### config.mk
export PLATFORM = sky130hd
export DESIGN_NAME = button_to_led_ctrl
export DESIGN_NICKNAME = d
export VERILOG_FILES = /design/src/rtl/button_to_led_ctrl.sv
export SDC_FILE = /design/constraint.sdc
export NUM_CORES = 1
export LEC_CHECK = 0
export CELL_PAD_IN_SITES_DETAIL_PLACEMENT = 0
export CELL_PAD_IN_SITES_GLOBAL_PLACEMENT = 1
export CORE_MARGIN = 3
export CORE_UTILIZATION = 45
export DETAILED_ROUTE_END_ITERATION = 6
export PLACE_DENSITY_LB_ADDON = 0.1
export SYNTH_ARGS = -nofsm -noshare
export SYNTH_HDL_FRONTEND = slang
export SYNTH_SLANG_ARGS = --single-unit
### constraint.sdc
create_clock -name CLOCK_50 -period 3 [get_ports CLOCK_50]
set_input_delay 0.6 -clock CLOCK_50 [delete_from_list [all_inputs] [get_ports CLOCK_50]]
set_output_delay 0.6 -clock CLOCK_50 [all_outputs]
set_load 0.1 [all_outputs]
### src/rtl/button_to_led_ctrl.sv
// Debounced two-key push-button front end driving ten status LEDs.
// Keys are synchronised, debounced per key, then mapped to levels, toggles and a press count.
module button_to_led_ctrl #(
   parameter int unsigned DEBOUNCE_CYCLES = 500000
) (
   input  logic       CLOCK_50,
   input  logic       RESET_N,
   input  logic [1:0] KEY,
   output logic [9:0] LEDR
);

   localparam int unsigned         CNT_W   = $clog2(DEBOUNCE_CYCLES) + 1;
   localparam logic [CNT_W-1:0]    CNT_MAX = CNT_W'(DEBOUNCE_CYCLES - 1);

   logic [1:0]            s1_q, s2_q;
   logic [1:0]            db_q, db_d;
   logic [1:0][CNT_W-1:0] cnt_q, cnt_d;
   logic [1:0]            press_q, press_d;
   logic [3:0]            lvl_q, lvl_d;
   logic [1:0]            tog_q, tog_d;
   logic [3:0]            pcnt_q, pcnt_d;
   logic [1:0]            pr_c;

   // Per-key stability counter; a press is flagged on the cycle a low level is accepted.
   always_comb begin
      db_d    = db_q;
      cnt_d   = '0;
      press_d = '0;
      for (int i = 0; i < 2; i++) begin
         if (s2_q[i] != db_q[i]) begin
            if (cnt_q[i] == CNT_MAX) begin
               db_d[i]    = s2_q[i];
               press_d[i] = ~s2_q[i];
            end else begin
               cnt_d[i] = cnt_q[i] + CNT_W'(1);
            end
         end
      end
   end

   // LED sources; press_q lines up with the first cycle db_q reads pressed.
   always_comb begin
      pr_c   = ~db_q;
      lvl_d  = {pr_c[0] ^ pr_c[1], pr_c[0] & pr_c[1], pr_c[1], pr_c[0]};
      tog_d  = tog_q ^ press_q;
      pcnt_d = pcnt_q + 4'(press_q[0]);
   end

   always_ff @(posedge CLOCK_50) begin
      if (!RESET_N) begin
         s1_q    <= 2'b11;
         s2_q    <= 2'b11;
         db_q    <= 2'b11;
         cnt_q   <= '0;
         press_q <= '0;
         lvl_q   <= '0;
         tog_q   <= '0;
         pcnt_q  <= '0;
      end else begin
         s1_q    <= KEY;
         s2_q    <= s1_q;
         db_q    <= db_d;
         cnt_q   <= cnt_d;
         press_q <= press_d;
         lvl_q   <= lvl_d;
         tog_q   <= tog_d;
         pcnt_q  <= pcnt_d;
      end
   end

   assign LEDR = {pcnt_q, tog_q, lvl_q};

endmodule

==> impl_metrics.ini <==
[global_routing]
grt_use_met2_pct = 23.6
grt_pass1_wl_microns = 7710
grt_overflow = 0
grt_pass1_vias = 1717
grt_use_met3_pct = 3.72
antenna_found_initial = 0
grt_use_met1_pct = 19.8
grtUsageTotal_pct = 15.6
grt.busiest_layer = met2
grt_max_degree = 18

[place]
gp_congestion = 0.774
hpwlAfterDp_microns = 3060
io_buffers = 13
placed_area_sq_um = 2630
dpl.cell_count = 346
dp_slack_ns = 0.635

[setup_path]
r2r-start = cnt_q[0]$_SDFF_PP0_
endpoint = cnt_q[17]$_SDFF_PP0_
crit_required_ns = 3.21
rrSetupSlack_ns = 0.64
crit_path_start_kind = flip-flop
path_max_fanout = 10
worstSetupPathType = flip-flop to flip-flop
critPathLaunch = cnt_q[0]$_SDFF_PP0_
worstSetupEndpointType = flip-flop
arrival_ns = 2.57
rr_worst_depth = 6
worstReg2RegEnd = cnt_q[17]$_SDFF_PP0_

[sta]
fin_skew_ns = 0.0102
setup_slack_ns = 0.645
relSlewSlack_pct = 71.4
hold_viol = 0
worst_pin_slew_ns = 0.428
fin_crit_ns = 2.36
final-max-slew-violation-count = 0
fmax_mhz = 425
finalCritPeriodShare_pct = 78.5
setup_viol = 0
rsz0062_at_grt = false
fin_setup_tns_ns = 0

[synth]
synth_area_per_cell_sq_um = 9.20
synth_top_area_share_pct = 47.3
ys_ff_latch = 58
synth_most_common_cell = dfxtp_1
ys.flop_type = dfxtp_1
synth_area_leader_cell = dfxtp_1
synthTopCellsByArea = dfxtp_1, xnor2_1, nor2_1, xor2_1, nand4_1
synth-edff-count = 0
netlist_top_cells_count = dfxtp_1, nor2_1, xnor2_1, nand3_1, nand4_1
synthCells = 267
syn_nets = 276
ys_types = 30
syn_area_sq_um = 2460
ys_seq_area_share_pct = 47.3
ys_async_sr_fraction_pct = 0
yosysWarningCount = 0

[die]
num_rows = 26
pin_count = 14
start_util_pct = 47.2
die_h_microns = 79.9
dieArea_sq_um = 6380
design.core.area_sq_um = 5200
die_w_microns = 79.9

[pwr]
power_density_nw_per_um2 = 587
p_leak_nw = 0.965
vdd_drop_max_mv = 0.259

[final_layout]
antenna_cells = 0
drive_gt1_share_pct = 11.3
fin_util_pct = 55.4
fin_area_sq_um = 2890
area_growth_pct = 17.5
layout.nets = 296
final_cells = 362

[outcome]
status = finished, final reports clean

[clocking]
cts_max_level = 3
cts_setup_buffers = 0
numCtsBuffers = 9
post_cts_resized = 0
clock_sinks = 58
clk_transition_reported_paths_ns = 0.07
clock_latency_ns = 0.33
cts-root-buf = clkbuf_8
hold_buffers = 0
cts.path.max_buffers = 2
cts_tree = built

[detailed_routing]
vias = 1845
routedWlPerCell_microns = 12.2
drt_iter0_drc = 94
wirelength_microns = 4400
remaining_drc_errors = 0
drtAntennaViolNets = 0
dr.pass1.iters = 4
via_per_inst = 5.10

[worst_hold_path]
hp-class = flip-flop to flip-flop

[flow_run]
drv_cap = 0
## power by group
part / internal [mW] / total [mW] / switching [mW] / leakage [nW]
clock: 0.598 / 0.899 / 0.301 / 0.123
combinational: 0.00991 / 0.0194 / 0.00947 / 0.374
sequential: 0.773 / 0.775 / 0.00194 / 0.468
## cells in the final DEF, fill, tap and decap left out, drive strengths merged, types with 3 or more instances in the layout
cell type      synthesis  final
xor2                  13     13
nor3                   7      7
nand4                 14     14
dfxtp                 58     58
clkbuf                 5     12
buf                    3     14
nand2b                 4      4
or3                    7      7
bufinv                 0      3
nor4                   9      9
a21oi                  7      7
nor2b                  4      4
o21ai                  5      5
nor2                  37     37
or4                    9      9
clkdlybuf4s50          0      3
nand3                 15     15
xnor2                 22     22
nand2                 13     13
inv                    9      9
and2                  10     10
ha                     5      5
## stage by stage
step,total power [mW],hold WS [ns]
detailed placement,0.812,0.397
CTS,1.72,0.416
global route,1.75,0.426
finish,1.69,0.412
global placement,0.812,0.394
floorplan,0.803,0.386
## cell type report
type                            count  area, sq um
Fill cell                         507         2320
Tap cell                           70         87.6
Timing Repair Buffer               17          135
Inverter                            9         33.8
Clock inverter                      4         97.6
Clock buffer                       12          155
Sequential cell                    58         1160
Multi-Input combinational cell    192         1210
## metal layers
| metal | up-vias | part of all wire (%) | routed length, microns |
|---|---|---|---|
| met1 | 845 | 50 | 2220 |
| met5 | - | 0 | 0 |
| met3 | 11 | 3.3 | 147 |
| met4 | 0 | 2.3 | 101 |
| li1 | 961 | - | - |
| met2 | 28 | 44 | 1930 |
## critical path: stages, from the launching register on
cell      delay [ns]
dfxtp_1         0.43
ha_1            0.25
nand4_1         0.22
or4_1           0.65
o21bai_2        0.39
buf_4           0.25
a21oi_1         0.05
## how the worst min path moves through the flow
stage	slack [ns]	cells after the start	startpoint	endpoint
6_report	0.41	1	s1_q[1]$_SDFF_PN1_	s2_q[1]$_SDFF_PN1_
4_1_cts	0.42	1	s1_q[1]$_SDFF_PN1_	s2_q[1]$_SDFF_PN1_
5_1_grt	0.43	1	s1_q[0]$_SDFF_PN1_	s2_q[0]$_SDFF_PN1_
3_3_place_gp	0.39	1	s1_q[1]$_SDFF_PN1_	s2_q[1]$_SDFF_PN1_
3_5_place_dp	0.40	1	s1_q[1]$_SDFF_PN1_	s2_q[1]$_SDFF_PN1_
2_1_floorplan	0.39	1	s1_q[0]$_SDFF_PN1_	s2_q[0]$_SDFF_PN1_
## flip-flops by register name (all words and copies together) (netlist names)
register / cells
s1_q: 2
tog_q: 2
db_q: 2
lvl_q: 4
press_q: 2
pcnt_q: 4
cnt_q: 40
s2_q: 2
## kinds of logic after synthesis
| family | after synthesis | share of synthesized area [%] |
|---|---|---|
| AO/OA/AOI/OAI | 15 | 4.33 |
| XOR/XNOR | 35 | 12.5 |
| adder cells (fa/ha/maj) | 5 | 2.55 |
| buffers and inverters | 17 | 3.26 |
| flip-flops | 58 | 47.3 |
| multiplexers | 2 | 0.815 |
| AND/OR/NAND/NOR | 135 | 29.3 |
No activity file was read; power rests on OpenSTA's default activity.
==> variant 1, RTL diff (same flow settings) <==
Register the output `LEDR`; this adds one clock of latency there.
--- a/src/rtl/button_to_led_ctrl.sv
+++ b/src/rtl/button_to_led_ctrl.sv
@@ -68,7 +68,9 @@
       end
    end
 
-   assign LEDR = {pcnt_q, tog_q, lvl_q};
+   always_ff @(posedge CLOCK_50) begin
+      LEDR <= {pcnt_q, tog_q, lvl_q};
+   end
 
 endmodule
 
Behaviour: same outputs for any inputs over 10 cycles, from zero or initial values and one cycle with RESET_N low; that may be too few to reach the edited logic, so the function may still have changed.
==> variant 1 against the original RTL <==
  * Cell area increased by 5.5%
  * Power increased by 3.1%
  * Sequential cell count increased by 10
  * Routed wire length increased by 1.4%
  * Sequential power increased by 17%
  * Count of clock-buffer cells in the layout decreased by 3
  * Area after synthesis increased by 8.5%
  * First-iteration DRC count decreased by 13%
  * Via count increased by 2.7%
  * Worst setup slack improved by 0.43 ns
  * Critical path type unchanged
  * Critical endpoint is now cnt_q[32]
  * Largest cell class is now registers
  * Highest routed layer unchanged
==> variant 1: results (changes against the original RTL) <==
maximum fanout along the worst path=19 (was 10); Worst Path Arrival=2.12 ns (was 2.57 ns); reg-to-reg slack, setup=1.07 ns (was 0.64 ns); Synth Area in XOR/XNOR=0.108 (was 0.125); 1st-iter DRT viols=82 (was 94); list of most frequent post-synthesis cells=68 x dfxtp_1, 33 x nor2_1, 22 x xor2_1, 15 x nand4_1, 13 x nand3_1 (was 58 x dfxtp_1, 37 x nor2_1, 22 x xnor2_1, 15 x nand3_1, 14 x nand4_1); reg2reg path depth=4 (was 6); routed len/inst=12.3 um (was 12.2 um); critical path's slowest cell=o21ai_2 (was or4_1); placed cell count=347 (was 346); share of cells above drive strength 1=0.117 (was 0.113); Post-Layout Cell Count=363 (was 362); run status=finished clean (unchanged); reg2reg start=cnt_q[28] (was cnt_q[0]); Largest regs=cnt_q x40, LEDR x10 (was cnt_q x40, lvl_q x4, pcnt_q x4); Leak=0.00108 uW (was 0.000965 uW); critical path's top delay family=compound AO/OA/AOI/OAI gates (was simple AND/OR/NAND/NOR gates); switching share of power=0.207 (was 0.185); Synth Area in Adders=0.0235 (was 0.0255); R2R Path End=cnt_q[32] (was cnt_q[17]); compound-cell area share of the yosys netlist=0.0488 (was 0.0433); via count=1894 (was 1845); peak supply drop=0.373 mV (was 0.259 mV); dpl hpwl=3030 um (was 3060 um); Mapped Nets=277 (was 276)
==> variant 1: changes by cell type after synthesis, sizes merged, moves of 5 or more <==
cell / unedited run / this run
xnor2: 22 / 11
dfxtp: 58 / 68
xor2: 13 / 22
and4: 1 / 6
inv: 9 / 4
==> variant 1: cells by family (layout without fill, tap and decap cells) <==
family / count (synthesis) / in the layout
AOI/OAI and AO/OA: 20 / 20
xor gates and xnor gates: 33 / 33
adders and majority gates: 5 / 5
buffers and inverters: 10 / 33
DFF: 68 / 68
muxes: 2 / 2
and+or+nand+nor: 130 / 130
==> variant 1: metal layers <==
| metal | share of wire | track usage | vias to the layer above |
|---|---|---|---|
| met5 | 0 | 0 | - |
| met3 | 0.035 | 0.0456 | 7 |
| met2 | 0.45 | 0.216 | 23 |
| met1 | 0.50 | 0.176 | 882 |
| li1 | - | - | 982 |
| met4 | 0.016 | 0.0624 | 0 |
==> variant 1: layout make-up <==
class                      instances  share of cell area
clock buffer                       9              0.0407
clock inverter                     7              0.0325
inverter                           4             0.00493
multi-input combinational        190               0.410
sequential                        68               0.447
tap                               72              0.0296
timing repair buffer              13              0.0345
==> variant 1: worst max path at each step <==
stage / startpoint / endpoint / depth (start not counted)
CTS: cnt_q[28] / cnt_q[32] / 4
floorplan: cnt_q[20] / cnt_q[38] / 5
detailed placement: RESET_N / cnt_q[32] / 4
global route: cnt_q[28] / cnt_q[25] / 4
finish: cnt_q[28] / cnt_q[32] / 4
global placement: RESET_N / cnt_q[23] / 4
==> variant 1: metrics by stage <==
stage          power (uW)  area (um2)  worst slack (ns)  hold slack, ns
2_1_floorplan         938        2670              1.40           0.310
3_3_place_gp          945        2820             0.886           0.311
3_5_place_dp          945        2820             0.849           0.315
4_1_cts              1770        3040              1.04           0.332
5_1_grt              1810        3040             0.892           0.336
6_report             1750        3040              1.07           0.330
==> variant 2, RTL diff (same flow settings) <==
Without the edit above. Change the parameter `DEBOUNCE_CYCLES` from 500000 to 250000.
--- a/src/rtl/button_to_led_ctrl.sv
+++ b/src/rtl/button_to_led_ctrl.sv
@@ -1,7 +1,7 @@
 // Debounced two-key push-button front end driving ten status LEDs.
 // Keys are synchronised, debounced per key, then mapped to levels, toggles and a press count.
 module button_to_led_ctrl #(
-   parameter int unsigned DEBOUNCE_CYCLES = 500000
+   parameter int unsigned DEBOUNCE_CYCLES = 250000
 ) (
    input  logic       CLOCK_50,
    input  logic       RESET_N,
Function: same outputs for any inputs over 10 cycles, from zero or initial values and one cycle with RESET_N low; that may be too few to reach the edited logic, so the function may still have changed.
==> variant 2 against the original RTL <==
  * Sequential power down 3.5%
  * Worst setup slack improved by 0.45 ns
  * Cell area down 6.6%
  * Synthesized cell count down 5.6%
  * First-iteration DRC count up 2.1%
  * Routed wire length is 9.0% lower
  * Largest power group is now sequential cells
  * Power shrank 16%
  * Area after synthesis fell by 4.2%
  * Critical endpoint is now cnt_q[27]
  * Sequential cell count is 2 lower
  * Highest routed layer unchanged
==> variant 2: results (changes against the original RTL) <==
Global Route Usage Sum=0.146 (was 0.156); maximum fanout along the worst path=18 (was 10); fraction of area in multi-input gates=0.437 (was 0.421); placed cell count=330 (was 346); compound-cell area share of the yosys netlist=0.0234 (was 0.0433); peak supply drop=0.355 mV (was 0.259 mV); top area cells in the synthesized netlist=dfxtp_1 48%, xnor2_1 10%, nor2_1 6.7% (was dfxtp_1 47%, xnor2_1 7.8%, nor2_1 5.7%); Seq/Total Area, Yosys=0.477 (was 0.473); Post-Layout Cell Count=338 (was 362); Non-clock buffer share=0.0418 (was 0.0468); GP Congestion=0.748 (was 0.774); Largest regs=cnt_q x38, lvl_q x4, pcnt_q x4 (was cnt_q x40, lvl_q x4, pcnt_q x4); Syn Std Cell Area=2350 um2 (was 2460 um2); dpl hpwl=2790 um (was 3060 um); dpl ws=0.819 ns (was 0.635 ns); run status=finished clean (unchanged); Yosys cell types=31 (was 30); 1st-iter DRT viols=96 (was 94); Inserted Clock Buffers=5 (was 9); Non-CTS inverters=11 (was 9); clock-pin transition on the worst setup and hold timing paths=0.09 ns (was 0.07 ns); vias in the first global route=1569 (was 1717); Largest register FFs=38 (was 40); number of non-clock buffers=14 (was 17); list of most frequent post-synthesis cells=56 x dfxtp_1, 42 x nor2_1, 27 x xnor2_1, 13 x nand3_1 (was 58 x dfxtp_1, 37 x nor2_1, 22 x xnor2_1, 15 x nand3_1, 14 x nand4_1); via count=1683 (was 1845); Leak=0.000886 uW (was 0.000965 uW); # fillers=494 (was 507); Syn Area/Cell=9.33 um2 (was 9.20 um2); multi-input gates=182 (was 192); actual slew at the worst max-slew pin=0.712 ns (was 0.428 ns); Synth Area in XOR/XNOR=0.130 (was 0.125); Synth Area in Adders=0.0266 (was 0.0255); first-pass GRT wire length=7210 um (was 7710 um)
variant 2: per-layer routing:
| metal | GRT usage | routed length (um) | up-vias |
|---|---|---|---|
| li1 | - | - | 895 |
| met1 | 0.204 | 2210 | 762 |
| met2 | 0.216 | 1600 | 19 |
| met3 | 0.0424 | 134 | 7 |
| met4 | 0.0524 | 53 | 0 |
| met5 | 0 | 0 | - |
variant 2: path summary, 6_finish.rpt:
| kind | from | to | slack, ns | cells after the start |
|---|---|---|---|---|
| worst max-delay path | cnt_q[19] | cnt_q[27] | 1.10 | 5 |
| worst min-delay path | s1_q[1] | s2_q[1] | 0.42 | 1 |
| worst max register to register | cnt_q[19] | cnt_q[27] | 1.10 | 5 |
| worst min register to register | s1_q[1] | s2_q[1] | 0.42 | 1 |
variant 2: report_power, final:
| group | internal, uW | switching [uW] |
|---|---|---|
| Clock | 417 | 236 |
| Sequential | 746 | 1.71 |
| Combinational | 7.81 | 8.51 |
